==> src/rtl/uart_tx_arbiter.sv <==
// Round-robin arbiter sharing one uart_tx between NUM_REQ byte producers, with a tx_busy watchdog.
// Optional inter-byte idle gap is enabled by defining UART_TX_ARB_GAP_EN.
module uart_tx_arbiter #(
  parameter int NUM_REQ      = 2,
  parameter int ID_WIDTH     = 1,
  parameter int BUSY_TIMEOUT = 16,
  parameter int GAP_CYCLES   = 0
) (
  input  logic                 clock,
  input  logic                 reset,
  input  logic [NUM_REQ-1:0]   req_valid,
  input  logic [8*NUM_REQ-1:0] req_data,
  output logic [NUM_REQ-1:0]   req_ready,
  output logic [ID_WIDTH-1:0]  grant_id,
  output logic                 tx_valid,
  output logic [7:0]           tx_data_in,
  input  logic                 tx_busy,
  output logic                 arb_busy,
  output logic                 tx_timeout
);

  // One counter serves both the watchdog and the gap, so size it for the larger.
  localparam int CNT_MAX = (BUSY_TIMEOUT > GAP_CYCLES) ? BUSY_TIMEOUT : GAP_CYCLES;
  localparam int CNT_W   = (CNT_MAX > 1) ? $clog2(CNT_MAX) : 1;
  localparam logic [CNT_W-1:0] BUSY_LAST = CNT_W'(BUSY_TIMEOUT - 1);

`ifdef UART_TX_ARB_GAP_EN
  localparam logic [CNT_W-1:0] GAP_LAST = CNT_W'(GAP_CYCLES - 1);
  typedef enum logic [2:0] {IDLE, ISSUE, WAIT_BUSY, WAIT_DONE, GAP} state_t;
`else
  typedef enum logic [2:0] {IDLE, ISSUE, WAIT_BUSY, WAIT_DONE} state_t;
`endif

  state_t              state, state_next;
  logic [CNT_W-1:0]    cnt;
  logic [ID_WIDTH-1:0] last_grant;
  logic [ID_WIDTH-1:0] winner;
  logic [7:0]          win_data;
  logic [NUM_REQ-1:0]  onehot;
  logic                found;
  logic                grant_en;
  logic                accept;

  // Two-pass search: first above last_grant, then wrap to index 0.
  // NOTE: every always_comb output gets a default first so no path can infer a latch.
  always_comb begin
    found    = 1'b0;
    winner   = '0;
    win_data = 8'h00;
    onehot   = '0;
    for (int i = 0; i < NUM_REQ; i++) begin
      if (!found && req_valid[i] && (i > int'(last_grant))) begin
        found     = 1'b1;
        winner    = ID_WIDTH'(i);
        win_data  = req_data[8*i +: 8];
        onehot[i] = 1'b1;
      end
    end
    for (int i = 0; i < NUM_REQ; i++) begin
      if (!found && req_valid[i]) begin
        found     = 1'b1;
        winner    = ID_WIDTH'(i);
        win_data  = req_data[8*i +: 8];
        onehot[i] = 1'b1;
      end
    end
  end

  // reset gates req_ready so no handshake is advertised while held in reset.
  assign grant_en  = reset && (state == IDLE) && !tx_busy;
  assign req_ready = grant_en ? onehot : '0;
  assign accept    = |req_ready;
  assign arb_busy  = (state != IDLE);

  always_ff @(posedge clock or negedge reset) begin
    if (!reset) state <= IDLE;
    else        state <= state_next;
  end

  always_comb begin
    state_next = state;
    tx_timeout = 1'b0;
    case (state)
      IDLE:      if (accept) state_next = ISSUE;
      ISSUE:     state_next = WAIT_BUSY;
      WAIT_BUSY: begin
        if (tx_busy) begin
          state_next = WAIT_DONE;
        end else if (cnt == BUSY_LAST) begin
          tx_timeout = 1'b1;
          state_next = IDLE;
        end
      end
`ifdef UART_TX_ARB_GAP_EN
      WAIT_DONE: if (!tx_busy) state_next = (GAP_CYCLES == 0) ? IDLE : GAP;
      GAP:       if (cnt == GAP_LAST) state_next = IDLE;
`else
      WAIT_DONE: if (!tx_busy) state_next = IDLE;
`endif
      default:   state_next = IDLE;
    endcase
  end

  // NOTE: registers use non-blocking assignments so every flop samples pre-edge values.
  always_ff @(posedge clock or negedge reset) begin
    if (!reset) begin
      tx_valid   <= 1'b0;
      tx_data_in <= 8'h00;
      grant_id   <= '0;
      last_grant <= ID_WIDTH'(NUM_REQ - 1);
      cnt        <= '0;
    end else begin
      tx_valid <= 1'b0;
      if (accept) begin
        tx_data_in <= win_data;
        grant_id   <= winner;
        last_grant <= winner;
        tx_valid   <= 1'b1;
      end
      case (state)
        ISSUE:     cnt <= '0;
        WAIT_BUSY: if (!tx_busy) cnt <= cnt + CNT_W'(1);
        WAIT_DONE: cnt <= '0;
`ifdef UART_TX_ARB_GAP_EN
        GAP:       cnt <= cnt + CNT_W'(1);
`endif
        default:   cnt <= cnt;
      endcase
    end
  end

endmodule
==> config.mk <==
export PLATFORM = sky130hd
export DESIGN_NAME = uart_tx_arbiter
export DESIGN_NICKNAME = d
export VERILOG_FILES = /design/src/rtl/uart_tx_arbiter.sv
export SDC_FILE = /design/constraint.sdc
export NUM_CORES = 1
export LEC_CHECK = 0
export BUFFER_PORTS_ARGS = -buffer_cell sky130_fd_sc_hd__buf_2
export CAP_MARGIN = 20
export CORE_MARGIN = 4
export CORE_UTILIZATION = 37
export DETAILED_ROUTE_END_ITERATION = 16
export GPL_TIMING_DRIVEN = 0
export PLACE_DENSITY = 0.75
export SYNTH_ARGS = -nofsm -noshare
export SYNTH_HDL_FRONTEND = slang
export SYNTH_SLANG_ARGS = --single-unit
==> constraint.sdc <==
create_clock -name clock -period 3.4 [get_ports clock]
set_clock_uncertainty 0.2 [all_clocks]
set_input_delay 0.34 -clock clock [delete_from_list [all_inputs] [get_ports clock]]
set_output_delay 0.34 -clock clock [all_outputs]
set_load 0.005 [all_outputs]
After elaboration in Yosys (flattened, before gate mapping)
Index checks and enable logic that the tools add are counted.
{ "totals": {"regBits": 18, "inputBits": 21, "out_inout_bits": 14, "wordCells": 52} }
{ "classes": {"n_addsub": 1, "magnitude_cmp": 1, "n_eq_ne": 8, "n_mux": 21, "reduce_logical": 15} }
{ "op_table": {"columns": ["op", "n"], "rows": [
  ["8-bit two-way mux", 3],
  ["3-bit two-way mux", 4],
  ["3-bit case mux with 4 select lines", 1],
  ["1-bit two-way mux", 10],
  ["4-bit case mux with 2 select lines", 1],
  ["3-bit by 2-bit equality test with 1-bit output (second input constant)", 2],
  ["2-bit != test (second input constant)", 3],
  ["1-bit logical AND", 5],
  ["4-bit by 1-bit adder with 4-bit output (second input constant)", 1],
  ["4-bit equality test (second input constant)", 1],
  ["4-bit two-way mux", 1],
  ["2-bit OR reduction", 2],
  ["3-bit by 1-bit equality test with 1-bit output (second input constant)", 1],
  ["1-bit zero test", 3],
  ["3-bit zero test", 1],
  ["3-bit != test (second input constant)", 1],
  ["3-bit AND reduction", 1],
  ["3-bit nonzero test", 1],
  ["2-bit two-way mux", 1],
  ["2-bit AND reduction", 1],
  ["2-bit nonzero test", 1],
  ["1-bit > comparator (first input constant)", 1]
]} }

Depth between registers and ports, before layout
Gate-level depths: netlist of the first run.
{ "logic_depth": {"depth_word": 13, "ltp_mapped": 5, "ltp_nobuf": 4} }

Worst setup path after synthesis of the first run
Ideal clock, no wire load.
{ "synth_timing": {"path_kind": "flip-flop to output port", "start": "reg state[0]", "end": "out req_ready[0]", "arrival_time_ps": 1294, "t_required_ps": 2860, "path_slack_ps": 1566, "stages_incl_launch_ff": 4, "path_buffers": 1, "path_cell_list": "dfrtp_1 -> buf_6 -> nor4b_1 -> and3_1"} }
{ "synth_between": {"elab_chain_len": 4} }
{ "synth_rtl": {"columns": ["element", "line_no", "text"], "rows": [
  ["start: declaration", "34", "state_t state, state_next;"],
  ["start signal: assignment", "77", "else state <= state_next;"],
  ["3-bit zero test", "70", "assign grant_en = reset && (state == IDLE) && !tx_busy;"],
  ["1-bit logical AND (2 in series)", "70", null],
  ["2-bit two-way mux", "71", "assign req_ready = grant_en ? onehot : '0;"],
  ["end: declaration", "13", "output logic [NUM_REQ-1:0] req_ready,"]
]} }
Every way passes these cells.

Final worst setup path of the first run
{ "layout_timing": {"start": "in reset", "end": "out req_ready[1]"} }
{ "layout_between": {"elab_chain_len": 3} }
{ "layout_rtl": {"columns": ["element", "line_no", "text"], "rows": [
  ["start: declaration", "10", "input logic reset,"],
  ["1-bit logical AND (2 in series)", "70", null],
  ["2-bit two-way mux", "71", null]
]} }
Every way passes these cells.

==> flow_metrics.env, run 1 <==
export IMPL_synth_mux_area_frac=0.0260
export IMPL_core_area_um2=2040
export IMPL_grt_pass1_vias=668
export IMPL_initial_utilization=0.401
export IMPL_clock_sinks=17
export IMPL_reg2reg_to="tx_data_in[0]$_DFFE_PN0P_"
export IMPL_critPathCaptureType="output port"
export IMPL_r2r_start="state[0]$_DFFE_PN0P_"
export IMPL_routabilityCongestion=0.755
export IMPL_route_vias_total=717
export IMPL_cts_tree="done"
export IMPL_cts_made_buffers=3
export IMPL_die_width_um=55.1
export IMPL_drt_pass1_iterations=3
export IMPL_clock_fmax_mhz=351
export IMPL_worst_path_max_delay_cell="nor4b_1"
export IMPL_die_h_um=55.1
export IMPL_synth_edff_count=0
export IMPL_seq_area_frac_synth=0.521
export IMPL_worstPathCellList="dlygate4sd3_1, buf_2, nor4b_1, and2_1, buf_2"
export IMPL_wl_per_cell_um=13.4
export IMPL_rows=16
export IMPL_final_max_slew_violation_count=0
export IMPL_reg2regPathDepth=4
export IMPL_worstSetupStartpointType="input port"
export IMPL_synth_commonest_cells="dfrtp_1, a32oi_1, o2bb2ai_1"
export IMPL_grt_max_degree=20
export IMPL_antenna_found_initial=0
export IMPL_hold_viol_final=0
export IMPL_synth_top_area_frac=0.489
export IMPL_gr_usage_all_layers=0.137
export IMPL_syn2layout_area_growth_pct=29.3
export IMPL_synth_seq_cells=17
export IMPL_synth_top_family_by_area="compound AO/OA/AOI/OAI gates"
export IMPL_syn_num_nets=92
export IMPL_avgSynthCellArea_um2=11.7
export IMPL_wl_mm=1.82
export IMPL_ios=35
export IMPL_p_leak_nw=0.508
export IMPL_cts_buffer_depth=2
export IMPL_fin_crit_sh=0.837
export IMPL_setup_violations=0
export IMPL_synth_fa_ha_area_frac=0.0153
export IMPL_yosysUniqueCellTypes=32
export IMPL_num_antenna_cells=0
export IMPL_crit_required_ps=2860
export IMPL_syn_area_um2=820
export IMPL_async_reset_ff_frac=1.00
export IMPL_drtIter0Drc=12
export IMPL_drc_errors=0
export IMPL_cp_data_arrival_time_ps=2310
export IMPL_grt_setup_unrepaired="no"
export IMPL_dpl_hpwl_mm=1.36
export IMPL_clk_pin_slew_ps=100
export IMPL_cts_setup_buffers=0
export IMPL_ant_nets=0
export IMPL_whs_path_depth=3
export IMPL_worstHoldStart="tx_busy"
export IMPL_htreeDepth=1
export IMPL_slew_headroom=0.453
export IMPL_crit_type="input port to output port"
export IMPL_synthTopCellsByArea="dfrtp_1, a32oi_1, o2bb2ai_1"
export IMPL_outcome="finished, final reports clean"
export IMPL_cp_common_cell="buf_2"
export IMPL_min_path_type="input port to flip-flop"
export IMPL_ctsHoldBuffers=1
export IMPL_rrSetupSlack_ps=1340
export IMPL_synthXorXnorAreaFrac=0.0214
export IMPL_post_cts_resized=0
export IMPL_min_to="state[0]$_DFFE_PN0P_"
export IMPL_fin_tns_setup_ps=0
export IMPL_synth_most_common_cell="dfrtp_1"
export IMPL_drive_gt1_frac=0.413
export IMPL_path_max_fanout=19
export IMPL_synth_area_leader_cell="dfrtp_1"
export IMPL_viasPerCell=5.27
export IMPL_root_buffer="clkbuf_4"
export IMPL_synth_flop_cell="dfrtp_1"
export IMPL_synth_cells=70
export IMPL_drv_cap=0
export IMPL_fillers=201
export IMPL_grt_pass1_wl_mm=2.92
export IMPL_peakVddDrop_mv=0.355
export IMPL_min_period_ps=2850
export IMPL_portBuffers=34
export IMPL_finalPower_w=0.000699
export IMPL_tightestPinTransition_ps=810
export IMPL_yosys_warnings=0
export IMPL_final_nets=132
export IMPL_grt_ovfl_total=0
export IMPL_slowest_delay_ps=720
export IMPL_clk_latency_ps=290
export IMPL_power_density_nw_per_um2=660
export IMPL_synth_compound_area_frac=0.235
export IMPL_die_area_um2=3030
export IMPL_synthSimpleGateAreaFrac=0.140
-- stage by stage --
step	instances	hold slack (ps)	setup slack, ps	util	area [um^2]
2_1_floorplan	70	-156	1570	-	820
3_3_place_gp	131	86.0	1090	0.501	1020
3_5_place_dp	131	87.4	1080	0.501	1020
4_1_cts	136	87.9	540	0.519	1060
5_1_grt	136	127	343	0.519	1060
6_report	136	101	553	0.519	1060
-- layer usage --
| layer | global-route usage | share of wire | vias to the layer above | wire length [um] |
|---|---|---|---|---|
| met5 | 0 | 0 | - | 0 |
| met4 | 0.0729 | 0.020 | 0 | 36 |
| met3 | 0.0536 | 0.12 | 5 | 210 |
| met2 | 0.217 | 0.43 | 28 | 784 |
| met1 | 0.158 | 0.43 | 334 | 792 |
| li1 | - | - | 350 | - |
-- cells by family (layout without fill, tap and decap cells) --
kind of cell               after synthesis  after routing
buffers and inverters                    5             44
xor gates and xnor gates                 2              2
muxes                                    2              2
and+or+nand+nor                         20             20
DFF                                     17             17
adders and majority gates                1              1
AOI/OAI and AO/OA                       23             23
-- worst max-delay path: cells and delay by family --
kind          cells  cell delay, ps
buf+inv           3             990
simple gates      2             970
-- cell type report --
type | instances | area, um^2 | share of cell area
Tap cell | 27 | 33.8 | 0.0319
Sequential cell | 17 | 427 | 0.403
Timing Repair Buffer | 35 | 180 | 0.170
Inverter | 1 | 3.75 | 0.00354
Multi-Input combinational cell | 48 | 359 | 0.339
Clock buffer | 4 | 26.3 | 0.0248
Buffer | 4 | 30.0 | 0.0283
-- power breakdown --
part	switching (W)	internal (W)	leakage, nW
logic	0.000116	0.000141	0.281
registers	0.0000487	0.000284	0.211
clock network	0.0000633	0.0000457	0.0150
total	0.000228	0.000471	0.508
-- worst max path at each step --
stage / startpoint / to / slack (ps) / cells after the start
2_1_floorplan: state[0]$_DFFE_PN0P_ / req_ready[0] / 1570 / 3
3_3_place_gp: reset / req_ready[1] / 1090 / 4
3_5_place_dp: reset / req_ready[1] / 1080 / 4
4_1_cts: reset / req_ready[1] / 540 / 5
5_1_grt: reset / req_ready[1] / 340 / 5
6_report: reset / req_ready[1] / 550 / 5
-- flip-flops by register name, indices dropped and copies added (netlist names) --
register / count
tx_valid: 1
state: 2
cnt: 4
last_grant: 1
tx_data_in: 8
grant_id: 1
-- layout by cell type, fill, tap and decap left out, types with 2 or more instances in the layout --
cell,count
a32oi_1,8
buf_2,34
buf_6,2
clkbuf_1,3
clkbuf_4,3
dfrtp_1,16
nand2_1,4
nor2_1,4
nor2b_1,2
o2bb2ai_1,8
No activity file was read; power rests on OpenSTA's default activity.
==> run 2, diff against run 1 <==
==> constraint.sdc (replaced) <==
create_clock -name clock -period 2.9 [get_ports clock]
set_clock_uncertainty 0.2 [all_clocks]
set_input_delay 0.29 -clock clock [delete_from_list [all_inputs] [get_ports clock]]
set_output_delay 0.29 -clock clock [all_outputs]
set_load 0.005 [all_outputs]
==> flow_metrics.env, run 2 (synthesized netlist as in run 1, its figures left out) <==
export IMPL_die_h_um=55.1
export IMPL_clk_pin_slew_ps=100
export IMPL_grt_pass1_wl_mm=2.92
export IMPL_stdcell_area_um2=1070
export IMPL_drv_cap=0
export IMPL_min_path_type="input port to flip-flop"
export IMPL_fin_crit_sh=0.855
export IMPL_cp_data_arrival_time_ps=1990
export IMPL_path_max_fanout=19
export IMPL_ant_nets=0
export IMPL_routabilityCongestion=0.755
export IMPL_dpl_hpwl_mm=1.36
export IMPL_rows=16
export IMPL_viasPerCell=5.25
export IMPL_cts_made_buffers=3
export IMPL_clock_sinks=17
export IMPL_initial_utilization=0.401
export IMPL_route_vias_total=714
export IMPL_worst_path_max_delay_cell="dlygate4sd3_1"
export IMPL_crit_required_ps=2410
export IMPL_htreeDepth=1
export IMPL_cts_buffer_depth=2
export IMPL_pwr_share_comb=0.370
export IMPL_antenna_found_initial=0
export IMPL_die_area_um2=3030
export IMPL_wl_mm=1.82
export IMPL_seqPwrFrac=0.475
export IMPL_worstSetupStartpointType="input port"
export IMPL_drc_errors=0
export IMPL_power_internal_w=0.000553
export IMPL_largest_reg_flops=8
export IMPL_fin_tns_setup_ps=0
export IMPL_hold_viol_final=0
export IMPL_p_clk_frac=0.155
export IMPL_layout_common_cells="buf_2, dfrtp_1, a32oi_1, o2bb2ai_1"
export IMPL_pre_cts_ws_ps=685
export IMPL_slowest_delay_ps=520
export IMPL_power_density_nw_per_um2=771
export IMPL_worstPathCellList="dlygate4sd3_1, buf_2, nor4b_2, and2_1, buf_2"
export IMPL_tightestPinTransition_ps=639
export IMPL_drive_gt1_frac=0.422
export IMPL_p_leak_nw=0.509
export IMPL_cp_common_cell="buf_2"
export IMPL_sw_frac_of_total=0.327
export IMPL_root_buffer="clkbuf_4"
export IMPL_critPathCaptureType="output port"
export IMPL_slew_headroom=0.573
export IMPL_ios=35
export IMPL_final_nets=132
export IMPL_crit_type="input port to output port"
export IMPL_biggestRegsByFlops="tx_data_in x8, cnt x4, state x2"
export IMPL_setup_slack_ps=421
export IMPL_fillers=202
export IMPL_clock_fmax_mhz=403
export IMPL_cp_top_family="buffers and inverters"
export IMPL_rrSetupSlack_ps=1010
export IMPL_cts_setup_buffers=0
export IMPL_outcome="finished, final reports clean"
export IMPL_regMostFlops="tx_data_in"
export IMPL_die_width_um=55.1
export IMPL_layout_commonest_cell="buf_2"
export IMPL_grt_ovfl_total=0
export IMPL_p_switching_w=0.000269
export IMPL_critical_path_buf_inv_count=3
export IMPL_syn2layout_area_growth_pct=30.1
export IMPL_final_max_slew_violation_count=0
export IMPL_wl_per_cell_um=13.4
export IMPL_gr_usage_all_layers=0.137
export IMPL_core_area_um2=2040
export IMPL_setup_violations=0
export IMPL_peakVddDrop_mv=0.420
export IMPL_cts_tree="done"
export IMPL_dpl_cell_area_um2=1020
export IMPL_min_period_ps=2480
export IMPL_drt_pass1_iterations=3
export IMPL_portBuffers=34
export IMPL_grt_max_degree=20
export IMPL_grt_pass1_vias=668
export IMPL_grt_setup_unrepaired="no"
export IMPL_clk_latency_ps=290
export IMPL_num_antenna_cells=0
export IMPL_drtIter0Drc=12
## run 2: worst paths after layout
path                                           start                         to  cells after the start
hold / removal                               tx_busy       state[0]$_DFFE_PN0P_                      3
setup reg to reg                state[0]$_DFFE_PN0P_       grant_id$_DFFE_PN0P_                      5
hold reg to reg            tx_data_in[7]$_DFFE_PN0P_  tx_data_in[7]$_DFFE_PN0P_                      1
max in group asynchronous                      reset     last_grant$_DFFE_PN1P_                      2
min in group asynchronous                      reset  tx_data_in[1]$_DFFE_PN0P_                      2
setup / recovery                               reset               req_ready[1]                      5
## run 2: repair_timing
item | 4_1_cts | 5_1_grt
endpoints found under the setup margin | 0 | 2
hold endpoints to repair | 16 | 0
hold buffers | 1 | 0
resized for setup | 0 | 1
## run 2: power groups by stage
stage	logic, W	clock network [W]	registers, W
finish	0.000304	0.000127	0.000391
global route	0.000343	0.000142	0.000406
CTS	0.000309	0.000134	0.000391
detailed placement	0.000307	0	0.000395
global placement	0.000296	0	0.000391
floorplan	0.000179	0	0.000396
## run 2: layer usage
layer | global-route usage | part of all wire
met4 | 0.0729 | 0.020
met1 | 0.158 | 0.43
met3 | 0.0536 | 0.12
met5 | 0 | 0
met2 | 0.217 | 0.43
## run 2: area by class of cell
| class | instances | area, um^2 | area share |
|---|---|---|---|
| Buffer | 4 | 30.0 | 0.0282 |
| Multi-Input combinational cell | 48 | 365 | 0.343 |
| Sequential cell | 17 | 427 | 0.400 |
| Tap cell | 27 | 33.8 | 0.0317 |
| Inverter | 1 | 3.75 | 0.00352 |
| Clock buffer | 4 | 26.3 | 0.0246 |
| Timing Repair Buffer | 35 | 180 | 0.169 |
## run 2: worst min-delay path, delay by kind of cell
kind                   cells  cell delay (ps)
buffers and inverters      1              130
AND/OR/NAND/NOR            2              100
## run 2: through the flow
step,power (W),utilization,hold slack (ps),cells
2_1_floorplan,0.000574,-,-206,70
3_3_place_gp,0.000688,0.501,36.0,131
3_5_place_dp,0.000702,0.501,37.4,131
4_1_cts,0.000833,0.519,37.9,136
5_1_grt,0.000891,0.522,81.2,136
6_report,0.000822,0.522,60.2,136
